**src/rtl/mtx_pkg.sv**
```systemverilog
// Shared sizing and state encoding for the dot-product result collector.
// Element width, matrix dimension and tag width are fixed here for every user.
package mtx_pkg;

   localparam int DIM      = 8;
   localparam int DATA_W   = 32;
   localparam int NUM_ELEM = DIM * DIM;
   localparam int TAG_W    = $clog2(NUM_ELEM);

   typedef enum logic [1:0] {
      IDLE    = 2'd0,
      COLLECT = 2'd1,
      DRAIN   = 2'd2
   } state_t;

endpackage

```
**src/rtl/mtx_result_ram.sv**
```systemverilog
// Result-matrix storage: one synchronous write port, one asynchronous read port.
// Contents carry no reset; the collector's bitmap decides what is valid.
module mtx_result_ram
   import mtx_pkg::*;
#(
   parameter int WIDTH  = DATA_W,
   parameter int DEPTH  = NUM_ELEM,
   parameter int ADDR_W = TAG_W
)
(
   input  logic              i_clock,
   input  logic              i_we,
   input  logic [ADDR_W-1:0] i_waddr,
   input  logic [WIDTH-1:0]  i_wdata,
   input  logic [ADDR_W-1:0] i_raddr,
   output logic [WIDTH-1:0]  o_rdata
);

   logic [WIDTH-1:0] r_mem [DEPTH];

   always_ff @(posedge i_clock) begin
      if (i_we) begin
         r_mem[i_waddr] <= i_wdata;
      end
   end

   // Asynchronous read so a write on one edge is visible on the stream right after.
   assign o_rdata = r_mem[i_raddr];

endmodule

```
**src/rtl/mtx_result_collector.sv**
```systemverilog
// Collects 64 tagged dot-product results into an 8x8 buffer, then streams it row-major.
// Optional running checksum output enabled by defining MTX_COLLECT_CHECKSUM_EN.
module mtx_result_collector
   import mtx_pkg::*;
(
   input  logic              ACLK,
   input  logic              ARESET,
   input  logic              START,
   input  logic              RES_VALID,
   input  logic [DATA_W-1:0] RES_DATA,
   input  logic [TAG_W-1:0]  RES_DEST,
   output logic [DATA_W-1:0] M_AXIS_TDATA,
   output logic              M_AXIS_TVALID,
   input  logic              M_AXIS_TREADY,
   output logic              M_AXIS_TLAST,
   output logic              BUSY,
   output logic              DONE,
`ifdef MTX_COLLECT_CHECKSUM_EN
   output logic [DATA_W-1:0] CHECKSUM,
`endif
   output logic              ERR
);

   localparam logic [TAG_W-1:0] LAST_IDX   = TAG_W'(NUM_ELEM - 1);
   localparam logic [TAG_W-1:0] IDX_ONE    = TAG_W'(1);
   localparam logic [TAG_W:0]   CNT_PENULT = (TAG_W + 1)'(NUM_ELEM - 1);
   localparam logic [TAG_W:0]   CNT_ONE    = (TAG_W + 1)'(1);

   state_t              r_state;
   state_t              w_stateNext;
   logic [NUM_ELEM-1:0] r_bitmap;
   logic [TAG_W:0]      r_count;
   logic [TAG_W-1:0]    r_idx;
   logic                r_err;
   logic                r_done;
   logic [DATA_W-1:0]   w_rdData;
   logic                w_write;
   logic                w_fresh;
   logic                w_handshake;
   logic                w_lastBeat;
   logic                w_stray;

   // START always wins, so a result or handshake coinciding with it is dropped.
   assign w_write     = (r_state == COLLECT) && RES_VALID && !START;
   assign w_fresh     = w_write && !r_bitmap[RES_DEST];
   assign w_handshake = (r_state == DRAIN) && M_AXIS_TREADY && !START;
   assign w_lastBeat  = w_handshake && (r_idx == LAST_IDX);
   assign w_stray     = RES_VALID && !START && (r_state != COLLECT);

   mtx_result_ram #(
      .WIDTH  (DATA_W),
      .DEPTH  (NUM_ELEM),
      .ADDR_W (TAG_W)
   ) u_ram (
      .i_clock (ACLK),
      .i_we    (w_write),
      .i_waddr (RES_DEST),
      .i_wdata (RES_DATA),
      .i_raddr (r_idx),
      .o_rdata (w_rdData)
   );

   always_ff @(posedge ACLK) begin
      if (ARESET) begin
         r_state <= IDLE;
      end else begin
         r_state <= w_stateNext;
      end
   end

   always_comb begin
      w_stateNext = r_state;
      case (r_state)
         IDLE: begin
            if (START) begin
               w_stateNext = COLLECT;
            end
         end
         COLLECT: begin
            if (START) begin
               w_stateNext = COLLECT;
            end else if (w_fresh && (r_count == CNT_PENULT)) begin
               w_stateNext = DRAIN;
            end
         end
         DRAIN: begin
            if (START) begin
               w_stateNext = COLLECT;
            end else if (w_lastBeat) begin
               w_stateNext = IDLE;
            end
         end
         default: begin
            w_stateNext = IDLE;
         end
      endcase
   end

   // Completion bitmap, unique-entry count, read index and sticky error.
   always_ff @(posedge ACLK) begin
      if (ARESET) begin
         r_bitmap <= '0;
         r_count  <= '0;
         r_idx    <= '0;
         r_err    <= 1'b0;
         r_done   <= 1'b0;
      end else begin
         r_done <= w_lastBeat;
         if (START) begin
            r_bitmap <= '0;
            r_count  <= '0;
            r_idx    <= '0;
            r_err    <= 1'b0;
         end else begin
            if (w_write) begin
               if (r_bitmap[RES_DEST]) begin
                  r_err <= 1'b1;
               end else begin
                  r_bitmap[RES_DEST] <= 1'b1;
                  r_count            <= r_count + CNT_ONE;
               end
            end
            if (w_stray) begin
               r_err <= 1'b1;
            end
            if (w_handshake) begin
               r_idx <= w_lastBeat ? '0 : (r_idx + IDX_ONE);
            end
            if (w_lastBeat) begin
               r_count <= '0;
            end
         end
      end
   end

`ifdef MTX_COLLECT_CHECKSUM_EN
   logic [DATA_W-1:0] r_checksum;

   // Duplicates are summed again; no writes happen outside COLLECT so it holds through DRAIN.
   always_ff @(posedge ACLK) begin
      if (ARESET || START) begin
         r_checksum <= '0;
      end else if (w_write) begin
         r_checksum <= r_checksum + RES_DATA;
      end
   end

   assign CHECKSUM = r_checksum;
`endif

   assign M_AXIS_TVALID = (r_state == DRAIN);
   assign M_AXIS_TDATA  = (r_state == DRAIN) ? w_rdData : '0;
   assign M_AXIS_TLAST  = (r_state == DRAIN) && (r_idx == LAST_IDX);
   assign BUSY          = (r_state != IDLE);
   assign DONE          = r_done;
   assign ERR           = r_err;

endmodule

```
**config.mk**
```make
export PLATFORM = sky130hd
export DESIGN_NAME = mtx_result_collector
export DESIGN_NICKNAME = d
export VERILOG_FILES = /design/src/rtl/mtx_pkg.sv /design/src/rtl/mtx_result_ram.sv /design/src/rtl/mtx_result_collector.sv
export SDC_FILE = /design/constraint.sdc
export NUM_CORES = 2
export LEC_CHECK = 0
export CORE_MARGIN = 1.5
export CORE_UTILIZATION = 35
export CTS_CLUSTER_SIZE = 40
export DETAILED_ROUTE_END_ITERATION = 8
export SETUP_SLACK_MARGIN = 0.5
export SYNTH_ARGS = -nofsm -noshare
export SYNTH_HDL_FRONTEND = slang
export SYNTH_HIERARCHICAL = 1
export SYNTH_SLANG_ARGS = --single-unit
```
**constraint.sdc**
```tcl
create_clock -name ACLK -period 10.25 [get_ports ACLK]
set_clock_uncertainty 0.05 [all_clocks]
set_input_delay 2.05 -clock ACLK [delete_from_list [all_inputs] [get_ports ACLK]]
set_output_delay 2.05 -clock ACLK [all_outputs]
set_load 0.005 [all_outputs]
```
==> summary.md <==
| Metric | Value |
|---|---|
| Status | `finished clean` |
| Area contributors post-synth | `edfxtp_1 75%, mux4_2 15%, dfxtp_1 2.0%` |
| Final Cycle Share | `70.55%` |
| Startpoint types | `register` |
| Gr busiest metal | `met2` |
| Antenna violations before repair | `29` |
| Final hold vios | `0` |
| First-pass DRT Iterations | `5` |
| Critical path arrival | `5.13 ns` |
| Starting Density | `35.20%` |
| RSZ-0062 raised after global routing | `no` |
| Slew @ Worst Pin | `1.229 ns` |
| TritonCTS Buffers | `213` |
| GRT Total Usage | `18.03%` |
| Clock sink total | `2129` |
| Synthesis-stage register bit count | `2129` |
| Max cap viols | `0` |
| Critical path capture point type | `primary output` |
| Critical path peak fanout | `94` |
| Slew Viols, Final | `0` |
| Min-Delay Path Class | `reg -> reg` |
| DRC | `0` |
| Post-CTS sizing | `0` |
| CTS tree | `done` |
| Post-Syn Nets | `3811` |
| Worst hold path startpoint | `r_bitmap[22]` |
| DP HPWL | `111900 um` |
| Clk Latency, worst-skew pair | `0.83 ns` |
| TNS Setup | `0 ns` |
| Root Driver | `clkbuf_16` |
| Share of cells above drive strength 1 | `26.72%` |
| RR Startpoint | `r_state[1]` |
| Top FF cell, synth | `edfxtp_1` |
| Nets | `4018` |
| Die area | `237000 um^2` |
| Fin cells | `7297` |
| Number of setup violations in the final report | `0` |
| WL per Instance | `29.60 um` |
| Ports | `80` |
| Synth-to-Final Area Change | `14.32%` |
| Hold_buf cts | `0` |
| Core ar. | `232800 um^2` |
| Achievable Freq | `138.3 MHz` |
| Worst Path Buf+Inv | `3` |
| Row cnt | `177` |
| Hold_ws | `0.3935 ns` |
| Clk slew on worst S/H paths | `0.06 ns` |
| Slowest CP cell | `buf_12` |
| Worst path cell trace | `buf_12 > buf_12 > mux4_2 > mux4_2 > o22ai_1 > nor2_1 > and2_1 > clkdlybuf4s50_1` |
| Slew margin rel. | `18.07%` |
| First-pass GRT wire length | `304100 um` |
| CTS max path bufs | `3` |
| Post-CTS setup buffers | `0` |
| H-tree depth | `4` |
| Die Y | `486.8 um` |
| Vias/cell | `5.511` |
| Post-Synthesis Cells | `3766` |
| Port Buf Inserts | `79` |
| Number of flops mapped to enable cells by yosys | `2048` |
| Async set-reset flop share out of synthesis | `0%` |
| Crit-path leading delay family | `buffers and inverters` |
| Synth cell types | `63` |
| Met1 usage | `24.43%` |
| Yosys warns | `6` |
| CP required | `8.15 ns` |
| Via count | `40210` |
| Vias in the first global route | `40690` |
| Most frequent cell after synthesis | `edfxtp_1` |
| Register area share after synthesis | `77.05%` |
| Die width | `486.8 um` |
| Largest net degree at the start of global routing | `118` |
| Cell Count Post-Placement | `6890` |
| Leak | `27.57 nW` |
| Routability Congestion | `0.7646` |
| Top cell type's share of synthesized area | `75.07%` |
| Final Critical Period | `7.231 ns` |
| Pwr dens | `183.7 nW/um^2` |
| Largest stage delay on the critical path | `0.68 ns` |
| Post-Syn Area | `81920 um^2` |
| M2 GR Usage | `29.46%` |
| Top post-synthesis cells by count | `2048 x edfxtp_1, 548 x mux4_2, 154 x nor2_1, 110 x nand2_1, 106 x mux2i_1` |
| Post-Syn Area per Cell | `21.75 um^2` |
| Antenna violation net count after detailed routing | `0` |
| Crit path kind | `reg -> out` |
| GR Layer Usage met3 | `3.286%` |
| CP Launch Point | `r_idx[0]` |
| GRT Residual Overflow | `0` |
| IR drop worst, VDD | `0.1394 mV` |
| DRT iter0 DRCs | `4728` |
| Synth area leader | `edfxtp_1` |
| Total wire length after detailed routing | `216000 um` |
## area by class of cell
| cell class | instances | area, um^2 |
|---|---|---|
| fill | 20360 | 139100 |
| sequential | 2129 | 63140 |
| multi-input combinational | 1417 | 18220 |
| clock buffer | 272 | 5679 |
| tap | 3132 | 3919 |
| timing repair buffer | 206 | 1692 |
| clock inverter | 121 | 950.9 |
| antenna | 14 | 35.03 |
| inverter | 6 | 22.52 |
## logic make-up after synthesis
kind of cell / count (synthesis) / synth area share [%]
buf+inv: 220 / 1.310
mux: 662 / 16.47
simple gates: 452 / 2.754
fa+ha+maj: 2 / 0.03054
compound gates: 297 / 2.344
xor+xnor: 4 / 0.04277
flops: 2129 / 77.05
## placed cells by master, fill, tap and decap left out, types with 42 or more instances in the layout
master	instances
mux4_2	548
a21oi_1	65
mux2i_1	106
clkbuf_16	218
nor2_1	90
nand2_1	110
nor2_4	63
buf_4	118
nand3_1	42
clkbuf_1	51
edfxtp_1	2048
o22ai_1	86
clkdlybuf4s50_1	46
dfxtp_1	76
clkinv_1	54
## per-layer routing
| metal | vias to the layer above | share of wire (%) |
|---|---|---|
| li1 | 16320 | - |
| met1 | 21850 | 41 |
| met2 | 1674 | 49 |
| met3 | 356 | 7.4 |
| met4 | 8 | 2.9 |
| met5 | - | 0.026 |
## per-stage QoR
stage               worst slack [ns]  utilization, %  power, W  cell area [um^2]
floorplan                      4.692               -  0.009768             81920
global placement               3.819           37.37  0.009930             86990
detailed placement             3.808           37.37  0.009942             86990
CTS                            2.917           40.22   0.01732             93620
global route                   2.752           40.23   0.01766             93630
finish                         3.019           40.24   0.01721             93650
## tightest hold or removal path: cells and delay by family (launching register included)
family / cells / cell delay (ns)
AO/OA/AOI/OAI: 1 / 0.05
flip-flops: 1 / 0.30
AND/OR/NAND/NOR: 1 / 0.04
## power by group
part	leakage [nW]	internal, W	total, W	switching, W
Combinational	5.25	0.0000280	0.000218	0.000190
Sequential	19.1	0.00954	0.00954	0.00000206
Clock	3.25	0.00422	0.00745	0.00322
## final timing paths
| kind | slack, ns | depth (start not counted) | to |
|---|---|---|---|
| hold / removal | 0.39 | 2 | r_bitmap[22] |
| hold reg to reg | 0.39 | 2 | r_bitmap[22] |
| setup reg to reg | 6.64 | 6 | u_ram/r_mem[12][10] |
| setup / recovery | 3.02 | 8 | M_AXIS_TDATA[18] |
## state kept, by name, indices dropped and copies added, names as in the netlist
register,count
DONE,1
ERR,1
r_bitmap,64
r_count,7
r_idx,6
r_state,2
u_ram/r_mem,2048
Power figures use the tool's default switching activity.
